<file path="src/rtl/im_wait_gen.sv">
// im_wait_gen: instruction-memory wait-state generator with sequential fast path and stall statistics
// Ports: clk, reset (async, active high); pc fetch address; flush aborts waits and resyncs;
//        stat_clr clears stall_cnt; busy holds fetch; fetch_done pulses after a completed wait;
//        stall_cnt saturating count of busy cycles.
module im_wait_gen #(
  parameter int AW       = 32,
  parameter int MISS_LAT = 4,
  parameter int SEQ_LAT  = 1,
  parameter int SEQ_FAST = 1
) (
  input  logic          clk,
  input  logic          reset,
  input  logic [AW-1:0] pc,
  input  logic          flush,
  input  logic          stat_clr,
  output logic          busy,
  output logic          fetch_done,
  output logic [15:0]   stall_cnt
);
  typedef enum logic {IDLE, WAIT} state_t;
  state_t        state_q, state_d;
  logic [AW-1:0] tracked_q, tracked_d;
  logic [3:0]    cnt_q, cnt_d;
  logic          fetch_done_q, fetch_done_d;
  logic [15:0]   stall_q, stall_d;
  logic          change, seq;
  logic [3:0]    lat;
  always_comb begin
    change = pc != tracked_q;
    seq = (SEQ_FAST != 0) && (pc == tracked_q + AW'(4));
    busy = !reset && !flush && (state_q == WAIT || change);
    // a redirect mid-wait always pays the full miss latency
    lat = (state_q == IDLE && seq) ? 4'(SEQ_LAT) : 4'(MISS_LAT);
    state_d = state_q;
    tracked_d = tracked_q;
    cnt_d = cnt_q;
    fetch_done_d = 1'b0;
    if (flush) begin
      state_d = IDLE;
      tracked_d = pc;
      cnt_d = 4'd0;
    end else if (change) begin
      tracked_d = pc;
      state_d = lat == 4'd1 ? IDLE : WAIT;
      cnt_d = lat == 4'd1 ? 4'd0 : lat - 4'd2;
      fetch_done_d = lat == 4'd1;
    end else if (state_q == WAIT) begin
      state_d = cnt_q == 4'd0 ? IDLE : WAIT;
      cnt_d = cnt_q == 4'd0 ? 4'd0 : cnt_q - 4'd1;
      fetch_done_d = cnt_q == 4'd0;
    end
    stall_d = stat_clr ? 16'd0 : (busy && stall_q != 16'hFFFF) ? stall_q + 16'd1 : stall_q;
  end
  always_ff @(posedge clk or posedge reset) begin
    if (reset) begin
      state_q <= IDLE;
      tracked_q <= '0;
      cnt_q <= 4'd0;
      fetch_done_q <= 1'b0;
      stall_q <= 16'd0;
    end else begin
      state_q <= state_d;
      tracked_q <= tracked_d;
      cnt_q <= cnt_d;
      fetch_done_q <= fetch_done_d;
      stall_q <= stall_d;
    end
  end
  assign fetch_done = fetch_done_q;
  assign stall_cnt = stall_q;
endmodule

</file>
<file path="config.mk">
export PLATFORM = sky130hd
export DESIGN_NAME = im_wait_gen
export DESIGN_NICKNAME = d
export VERILOG_FILES = /design/src/rtl/im_wait_gen.sv
export SDC_FILE = /design/constraint.sdc
export NUM_CORES = 1
export LEC_CHECK = 0
export CAP_MARGIN = 10
export CORE_UTILIZATION = 49
export CTS_BUF_LIST = sky130_fd_sc_hd__clkbuf_16
export DETAILED_ROUTE_END_ITERATION = 16
export PLACE_DENSITY = 0.76
export SETUP_SLACK_MARGIN = 0.3
export SLEW_MARGIN = 10
export SYNTH_ARGS = -nofsm -noshare
export SYNTH_HDL_FRONTEND = slang
export SYNTH_SLANG_ARGS = --single-unit
</file>
<file path="constraint.sdc">
create_clock -name clk -period 2.3 [get_ports clk]
set_input_delay 0.575 -clock clk [delete_from_list [all_inputs] [get_ports clk]]
set_output_delay 0.575 -clock clk [all_outputs]
set_load 0.02 [all_outputs]
</file>
; Word-level counts from Yosys, hierarchy flattened
; Index checks and enable logic that the tools add are counted.
; W data, S select, Z words.
[op_classes]
addsub = 4
n_eq_ne = 4
muxes = 18
n_bitwise = 1
n_reduce_logical = 11
[op_table]
columns = operator, count
row1 = $mux W32, 2
row2 = $add A32 B3 Y32 const B, 1
row3 = $eq A32 B32 Y1, 1
row4 = $mux W16, 2
row5 = $ne A32 B32 Y1, 1
row6 = $mux W4, 5
row7 = $add A16 B1 Y16 const B, 1
row8 = $ne A16 B16 Y1 const B, 1
row9 = $mux W1, 8
row10 = $logic_and A1 B1 Y1, 4
row11 = $logic_not A4 Y1, 1
row12 = $reduce_bool A2 Y1, 2
row13 = $sub A3 B2 Y4 const B, 1
row14 = $sub A4 B1 Y4 const B, 1
row15 = $eq A3 B1 Y1 const B, 1
row16 = $mux W3, 1
row17 = $reduce_bool A3 Y1, 1
row18 = $logic_not A1 Y1, 2
row19 = $logic_or A1 B1 Y1, 1
row20 = $not A1 Y1, 1
[word_totals]
reg_bits = 54
in_bits = 36
word_cells = 43

; Longest topological paths before layout
; Gate-level depths: netlist (run 1).
[logic_depth]
ltp_word = 8
depth_mapped = 10
ltp_nobuf = 9

; Worst setup path after synthesis (run 1)
; Ideal clock, no wire load.
[synth_path]
path_type = input -> output
startpoint = input pc[10]
endpoint = output busy
t_arrival_ns = 1.934
slack_ns = -0.209
cell_stages = 5
path_buffers = 0
path_cell_list = xnor2_1 > and4bb_2 > nand4_1 > nor4_1 > nor3_1
[synth_via]
elab_chain_len = 3
[synth_rtl]
columns = element, line
row1 = from (decl), 13  ; input logic [AW-1:0] pc,
row2 = $ne A32 B32 Y1, 29  ; change = pc != tracked_q;
row3 = $logic_or A1 B1 Y1, 31  ; busy = !reset && !flush && (state_q == WAIT || change);
row4 = $logic_and A1 B1 Y1, 31
row5 = to (decl), 16  ; output logic busy,
; Every way passes these cells.

; Worst setup path in the final report (run 1)
[layout_path]
startpoint = register tracked_q[14]
endpoint = output busy
[layout_via]
elab_chain_len = 3
[layout_rtl]
columns = element, line
row1 = from (decl), 22  ; logic [AW-1:0] tracked_q, tracked_d;
row2 = from (signal assigned), 63  ; tracked_q <= tracked_d;
row3 = $ne A32 B32 Y1, 29
row4 = $logic_or A1 B1 Y1, 31
row5 = $logic_and A1 B1 Y1, 31
; Every way passes these cells.

==> results of run 1 <==
-- per-stage QoR --
stage | TNS (ps) | hold WS (ps) | util [%] | setup WS [ps]
2_1_floorplan | 0 | 506 | - | 60.9
3_5_place_dp | -14240 | 557 | 71.5 | -1010
5_1_grt | -7020 | 385 | 81.6 | -536
3_3_place_gp | -12390 | 532 | 71.5 | -957
4_1_cts | -800 | 389 | 80.1 | -217
6_report | -3600 | 389 | 81.6 | -393
-- synth_stat cells (5+ instances only) --
master | instances | share of area (%)
nand4_1 | 19 | 3.6
clkbuf_1 | 36 | 4.0
a31oi_1 | 5 | 0.94
a21oi_1 | 12 | 1.8
inv_1 | 9 | 1.0
and4_1 | 6 | 1.6
nor3_1 | 10 | 1.5
o21ai_0 | 7 | 1.0
dfrtp_1 | 54 | 40
nor2_1 | 24 | 2.7
nand3_1 | 16 | 2.4
xnor2_1 | 13 | 3.4
nor4_1 | 14 | 2.6
xor2_1 | 42 | 11
and3_1 | 13 | 2.4
nand2_1 | 14 | 1.6
-- flip-flops by register name, summed over array words and instances, names as in the netlist --
signal and cells:
tracked_q 32, state_q 1, stall_cnt 16, fetch_done 1, cnt_q 4
-- path summary, 6_finish.rpt --
check | startpoint | end | slack [ps] | depth (start not counted)
worst max register to register | tracked_q[14] | cnt_q[1] | -210 | 9
worst min-delay path | pc[6] | tracked_q[6] | 390 | 1
max in group asynchronous | reset | tracked_q[2] | 1140 | 4
worst max-delay path | tracked_q[14] | busy | -390 | 6
worst min register to register | cnt_q[1] | cnt_q[1] | 560 | 2
min in group asynchronous | reset | cnt_q[0] | 790 | 4
-- per-layer routing --
layer  GRT usage (%)  vias to the layer above
li1                -                     1528
met4            15.6                        0
met1            37.5                     1663
met3            6.00                       57
met5            1.40                        -
met2            52.2                      174
-- where the power goes --
part	switching, mW	total [mW]	internal [mW]
logic	0.263	0.534	0.271
registers	0.0357	1.02	0.982
clock network	0.358	0.763	0.405
total	0.657	2.31	1.66
-- what timing repair did --
item	in CTS	in global routing
pin swaps	56	10
endpoints found under the setup margin	23	27
resized for setup	155	20
hold buffers	0	0
cloned	1	0
setup buffers	15	2
-- layout make-up --
class,instances,area share [%]
sequential,54,25.8
clock inverter,3,0.404
timing repair buffer,165,26.4
tap,77,1.83
inverter,9,0.641
multi-input combinational,258,42.6
clock buffer,5,2.37
-- cells by family (layout without fill, tap and decap cells) --
group / after synthesis / in the layout
and+or+nand+nor: 151 / 151
xor gates and xnor gates: 55 / 55
DFF: 54 / 54
buffers and inverters: 50 / 182
AOI/OAI and AO/OA: 45 / 45
adders and majority gates: 4 / 4
muxes: 3 / 3
-- cells in the final DEF, fill, tap and decap left out, types with 5 or more instances in the layout --
cell              n
a21oi_1           9
nor4_1            8
dfrtp_1          49
inv_1             8
nor4_2            5
nand4_1          19
dlygate4sd2_1     8
buf_6            16
o21ai_0           6
buf_4            95
xnor2_1           5
and4_1            6
clkdlybuf4s50_1  16
nor3_1            9
and3_1           12
buf_2            14
xnor2_2           8
xor2_2           22
nand3_1           8
nand2_1          12
clkdlybuf4s15_1   6
xor2_1           20
dfrtp_2           5
clkbuf_16         6
nor2_1           20
a31oi_1           5
==> summary.md, run 1 <==
| Metric | Value |
|---|---|
| Worst slew margin | 58.3% |
| Diodes inserted | 0 |
| Number of synthesized flops with an enable pin | 0 |
| YS warnings | 0 |
| Synth Area in Compound Gates | about 9.1% |
| Status | complete, but fails checks |
| Initial antenna violation count | 0 |
| Main combinational cell family by area after synthesis | simple AND/OR/NAND/NOR gates |
| Area growth, synth to finish | 57.8% |
| # placed instances | 545 |
| Multi-input logic area | 2250 sq um |
| Worst skew pair latency | around 300 ps |
| Port bufs | 53 |
| Crit-path max cell delay | 440 ps |
| Mux share of post-synthesis cell area | 0.974% |
| DRT iter0 DRCs | approximately 460 |
| Clock Sinks | 54 |
| Non-filler cells, final | approximately 570 |
| Routability cong. | 0.862 |
| Met3 wire len | 599 um |
| Min cycle time layout | 2690 ps |
| Flops & latches, synth | 54 |
| Unrepaired setup endpoints after global routing | true |
| Top delay family on crit path | simple AND/OR/NAND/NOR gates |
| Max Clock Skew | 8.15 ps |
| Post-Synth XOR/XNOR Area | about 14% |
| Mapped cell area | 3340 sq um |
| Gr usage total | 30.8% |
| Pwr Total | roughly 2.3 mW |
| Avg Synthesized Cell Area | 9.23 sq um |
| Mapped Cells | 362 |
| Via density | 5.99 |
| Die width | ~85 um |
| Share of cells above drive strength 1 | 45.3% |
| Fmax | 0.371 GHz |
| Worst Setup Slack, final | -393 ps |
| I/O Pins | 54 |
| Worst-path cell chain | xor2_2 -> nor4_2 -> nand4_1 -> nor4_4 -> nor3_1 -> buf_2 |
| Metal-1 WL | 4.23 mm |
| DRT Pass-1 Iters | 11 |
| Largest net degree at the start of global routing | 33 |
| Max Root-Sink Buffers | 2 |
| Row count | 29 |
| Final Net Count | 533 |
| Critical path arrival | 2120 ps |
| Die area | 7150 sq um |
| Failing checks | DRC, setup timing |
| CTS root buf | clkbuf_16 |
| Routed wire length | between 10 and 15 mm |
| Post-synthesis sequential area ratio | 40.5% |
| Initial core utilization | 51.7% |
| Fillcell total | 367 |
| Area of all sequential standard cells | ~1400 sq um |
| Placed instance area | 4620 sq um |
| CTS buffer count | 5 |
| VDD IR max | roughly 0.32 mV |
| # DRC | 9 |
| Clk slew on worst S/H paths | 70 ps |
| Final instance area | 5270 sq um |
| WL met2 | a little over 5 mm |
| Highest-delay cell along the critical path | dfrtp_1 |
| Post-Synth Simple-Gate Area | roughly 28% |
| Syn_nets | 402 |
| First-pass GRT wire length | ~17 mm |
| Power per cell area | ~440 nW/um^2 |
| DPL Wire Length | 6.81 mm |
| Via count | 3,422 |
| Worst Tran Pin Value | 623 ps |
| CP startpoint kind | flip-flop |
| Adder-cell share of the synthesized area | 1.50% |
| Element type at the critical path end | primary output |
| Highest metal used | met4 |
| Worst Path Required | 1730 ps |
| CTS tree | done |
| DR WL/cell | 18.3 um |
| Crit-path max FO | 2 |
| Total grt overflow | 0 |
| Post-synth ARST share | 100% |
| Library cells used by synthesis | between 50 and 60 |
| Crit path buffers/inverters | 1 |
| Htree depth | 2 |
| Max_cap viols | 0 |
| Top_reg_cell synth | dfrtp_1 |
| Period utilization | 117% |
| Final Hold Fails | 0 |
| Vias in the first global route | 3,574 |
| Antenna Violating Nets Remaining | 0 |
| Die Span Y | 84.6 um |
| Final Max Slew Viols | 0 |
| Leakage Power | 2.36 nW |
| CP Class | reg2out |
| Setup violators final | 23 |
| Core Box Area | 6460 sq um |
| Hold Crit Class | in2reg |
(Power assumes the default switching activity.)
==> run 2, diff against run 1 <==
Settings changed: CORE_UTILIZATION 49 to 50, PLACE_DENSITY 0.76 to 0.74.
Clock period 2.3 ns to 2.5 ns, I/O delays scaled along.
==> summary.md, run 2 (same netlist as run 1, synthesis figures left out) <==
| Metric | Value |
|---|---|
| Multi-input logic area | roughly 2200 sq um |
| Crit-path max FO | 5 |
| Clock Sinks | 54 |
| DR WL/cell | 18.0 um |
| Largest register FFs | 32 |
| Worst Setup Slack, final | -183 ps |
| Via count | 3,335 |
| Gr usage total | 29.1% |
| Fmax | roughly 0.37 GHz |
| Core Box Area | around 6400 sq um |
| Die Span Y | 83.7 um |
| Leakage Power | 2.23 nW |
| Unrepaired setup endpoints after global routing | true |
| Via density | 5.87 |
| DRT iter0 DRCs | 255 |
| Share of cells above drive strength 1 | 45.4% |
| Port bufs | 53 |
| Final Max Slew Viols | 0 |
| Worst slew margin | approximately 58% |
| Critical path arrival | about 2900 ps |
| Area of all sequential standard cells | 1360 sq um |
| Met1 Use GR | a little over a third |
| CP startpoint kind | flip-flop |
| Reg with most FFs | tracked_q |
| Row count | 29 |
| Vias in the first global route | about 3,300 |
| Final Net Count | 530 |
| VDD IR max | 0.359 mV |
| Area growth, synth to finish | 55.2% |
| Routability cong. | 0.935 |
| Setup violators final | 10 |
| # DRC | 0 |
| Max Clock Skew | approximately 11 ps |
| CTS buffer count | 5 |
| DRT Pass-1 Iters | 6 |
| Die width | 83.7 um |
| CTS root buf | clkbuf_16 |
| Worst skew pair latency | 300 ps |
| GR peak layer | met2 |
| Largest net degree at the start of global routing | 37 |
| Total grt overflow | 0 |
| Final Hold Fails | 0 |
| Diodes inserted | 0 |
| Most frequent cells in the layout | buf_4, dfrtp_1, nor2_1 |
| Commonest non-fill, non-tap cell in the layout | buf_4 |
| Hold Crit Class | in2reg |
| Final instance area | 5180 sq um |
| Initial antenna violation count | 0 |
| Clk slew on worst S/H paths | about 80 ps |
| Min cycle time layout | 2680 ps |
| Failing checks | setup timing |
| First-pass GRT wire length | 16.0 mm |
| Max_cap viols | 0 |
| GRT met3 Usage | between 6 and 7% |
| Element type at the critical path end | flip-flop |
| Period utilization | 107% |
| Die area | ~7000 sq um |
| Initial core utilization | 52.3% |
| Hold WS | 431 ps |
| Routed wire length | around 10 mm |
| Setup TNS | -778 ps |
| CP Class | reg2reg |
| Worst Tran Pin Value | 630 ps |
| CTS tree | done |
| I/O Pins | 54 |
| DPL Wire Length | 6.67 mm |
| Placed instance area | 4560 sq um |
| Met2 Usage GRT | 51.4% |
| Max Root-Sink Buffers | 2 |
| Htree depth | 2 |
| Status | complete, but fails checks |
| Antenna Violating Nets Remaining | 0 |
| Fillcell total | 385 |
| Power per cell area | 414 nW/um^2 |
| Worst Path Required | around 2700 ps |
[run 2: changes by cell type in the layout (fill, tap and decap cells not counted), sizes merged]
cell | previous run | this run
buf | 127 | 126
clkbuf | 7 | 11
clkdlybuf4s15 | 8 | 7
clkdlybuf4s50 | 16 | 20
clkinv | 3 | 1
clkinvlp | 0 | 1
dlygate4sd2 | 8 | 3
dlymetal6s2s | 4 | 0
inv | 9 | 10
[run 2: cell type report]
type | count | area share, %
clock buffers | 5 | 2.41
clock inverters | 3 | 0.386
inverters | 9 | 0.652
multi-input cells | 258 | 42.8
flip-flops and latches | 54 | 26.2
well taps | 77 | 1.86
repair buffers | 162 | 25.7
[run 2: worst paths after layout]
path | from | to | slack (ps) | depth (start not counted)
min | pc[2] | tracked_q[2] | 430 | 1
max | tracked_q[11] | fetch_done | -180 | 12
max reg2reg | tracked_q[11] | fetch_done | -180 | 12
min reg2reg | cnt_q[1] | cnt_q[1] | 550 | 2
min in group asynchronous | reset | tracked_q[16] | 950 | 4
max in group asynchronous | reset | cnt_q[1] | 1320 | 4
[run 2: report_power, final]
group          internal (mW)  leakage [nW]  switching [mW]
sequential             0.903         0.668          0.0320
combinational          0.250          1.50           0.240
clock                  0.373        0.0679           0.347
total                   1.53          2.23           0.619
[run 2: per-stage QoR]
step | util, % | cells | total power [mW] | setup slack (ps)
detailed placement | 71.4 | 536 | 1.37 | -1040
global route | 81.2 | 568 | 2.22 | -245
global placement | 71.4 | 536 | 1.36 | -989
finish | 81.2 | 568 | 2.15 | -183
CTS | 78.4 | 560 | 2.12 | -174
floorplan | - | 362 | 1.15 | 194
[run 2: metal layers]
layer  wire length [um]  part of all wire [%]  up-vias
met1               4080                    40     1645
met3                576                   5.6       29
li1                   -                     -     1517
met5                  0                     0        -
met4                242                   2.4        0
met2               5350                    52      144
[run 2: repair_timing]
| item | 4_1_cts | 5_1_grt |
|---|---|---|
| setup endpoints to repair | 23 | 23 |
| hold buffers | 0 | 0 |
| gates resized for setup | 136 | 39 |
| pin swaps | 54 | 28 |
| setup buffers | 16 | 8 |
[run 2: worst max-delay path, cell delays in order (launching register included)]
cell	delay, ps
dfrtp_1	420
buf_6	130
nand4_4	150
buf_6	170
nor4_4	220
buf_4	190
buf_6	100
and3_4	170
a31oi_1	70
nor4_1	360
nand4_1	290
o21a_1	260
nor2_2	80
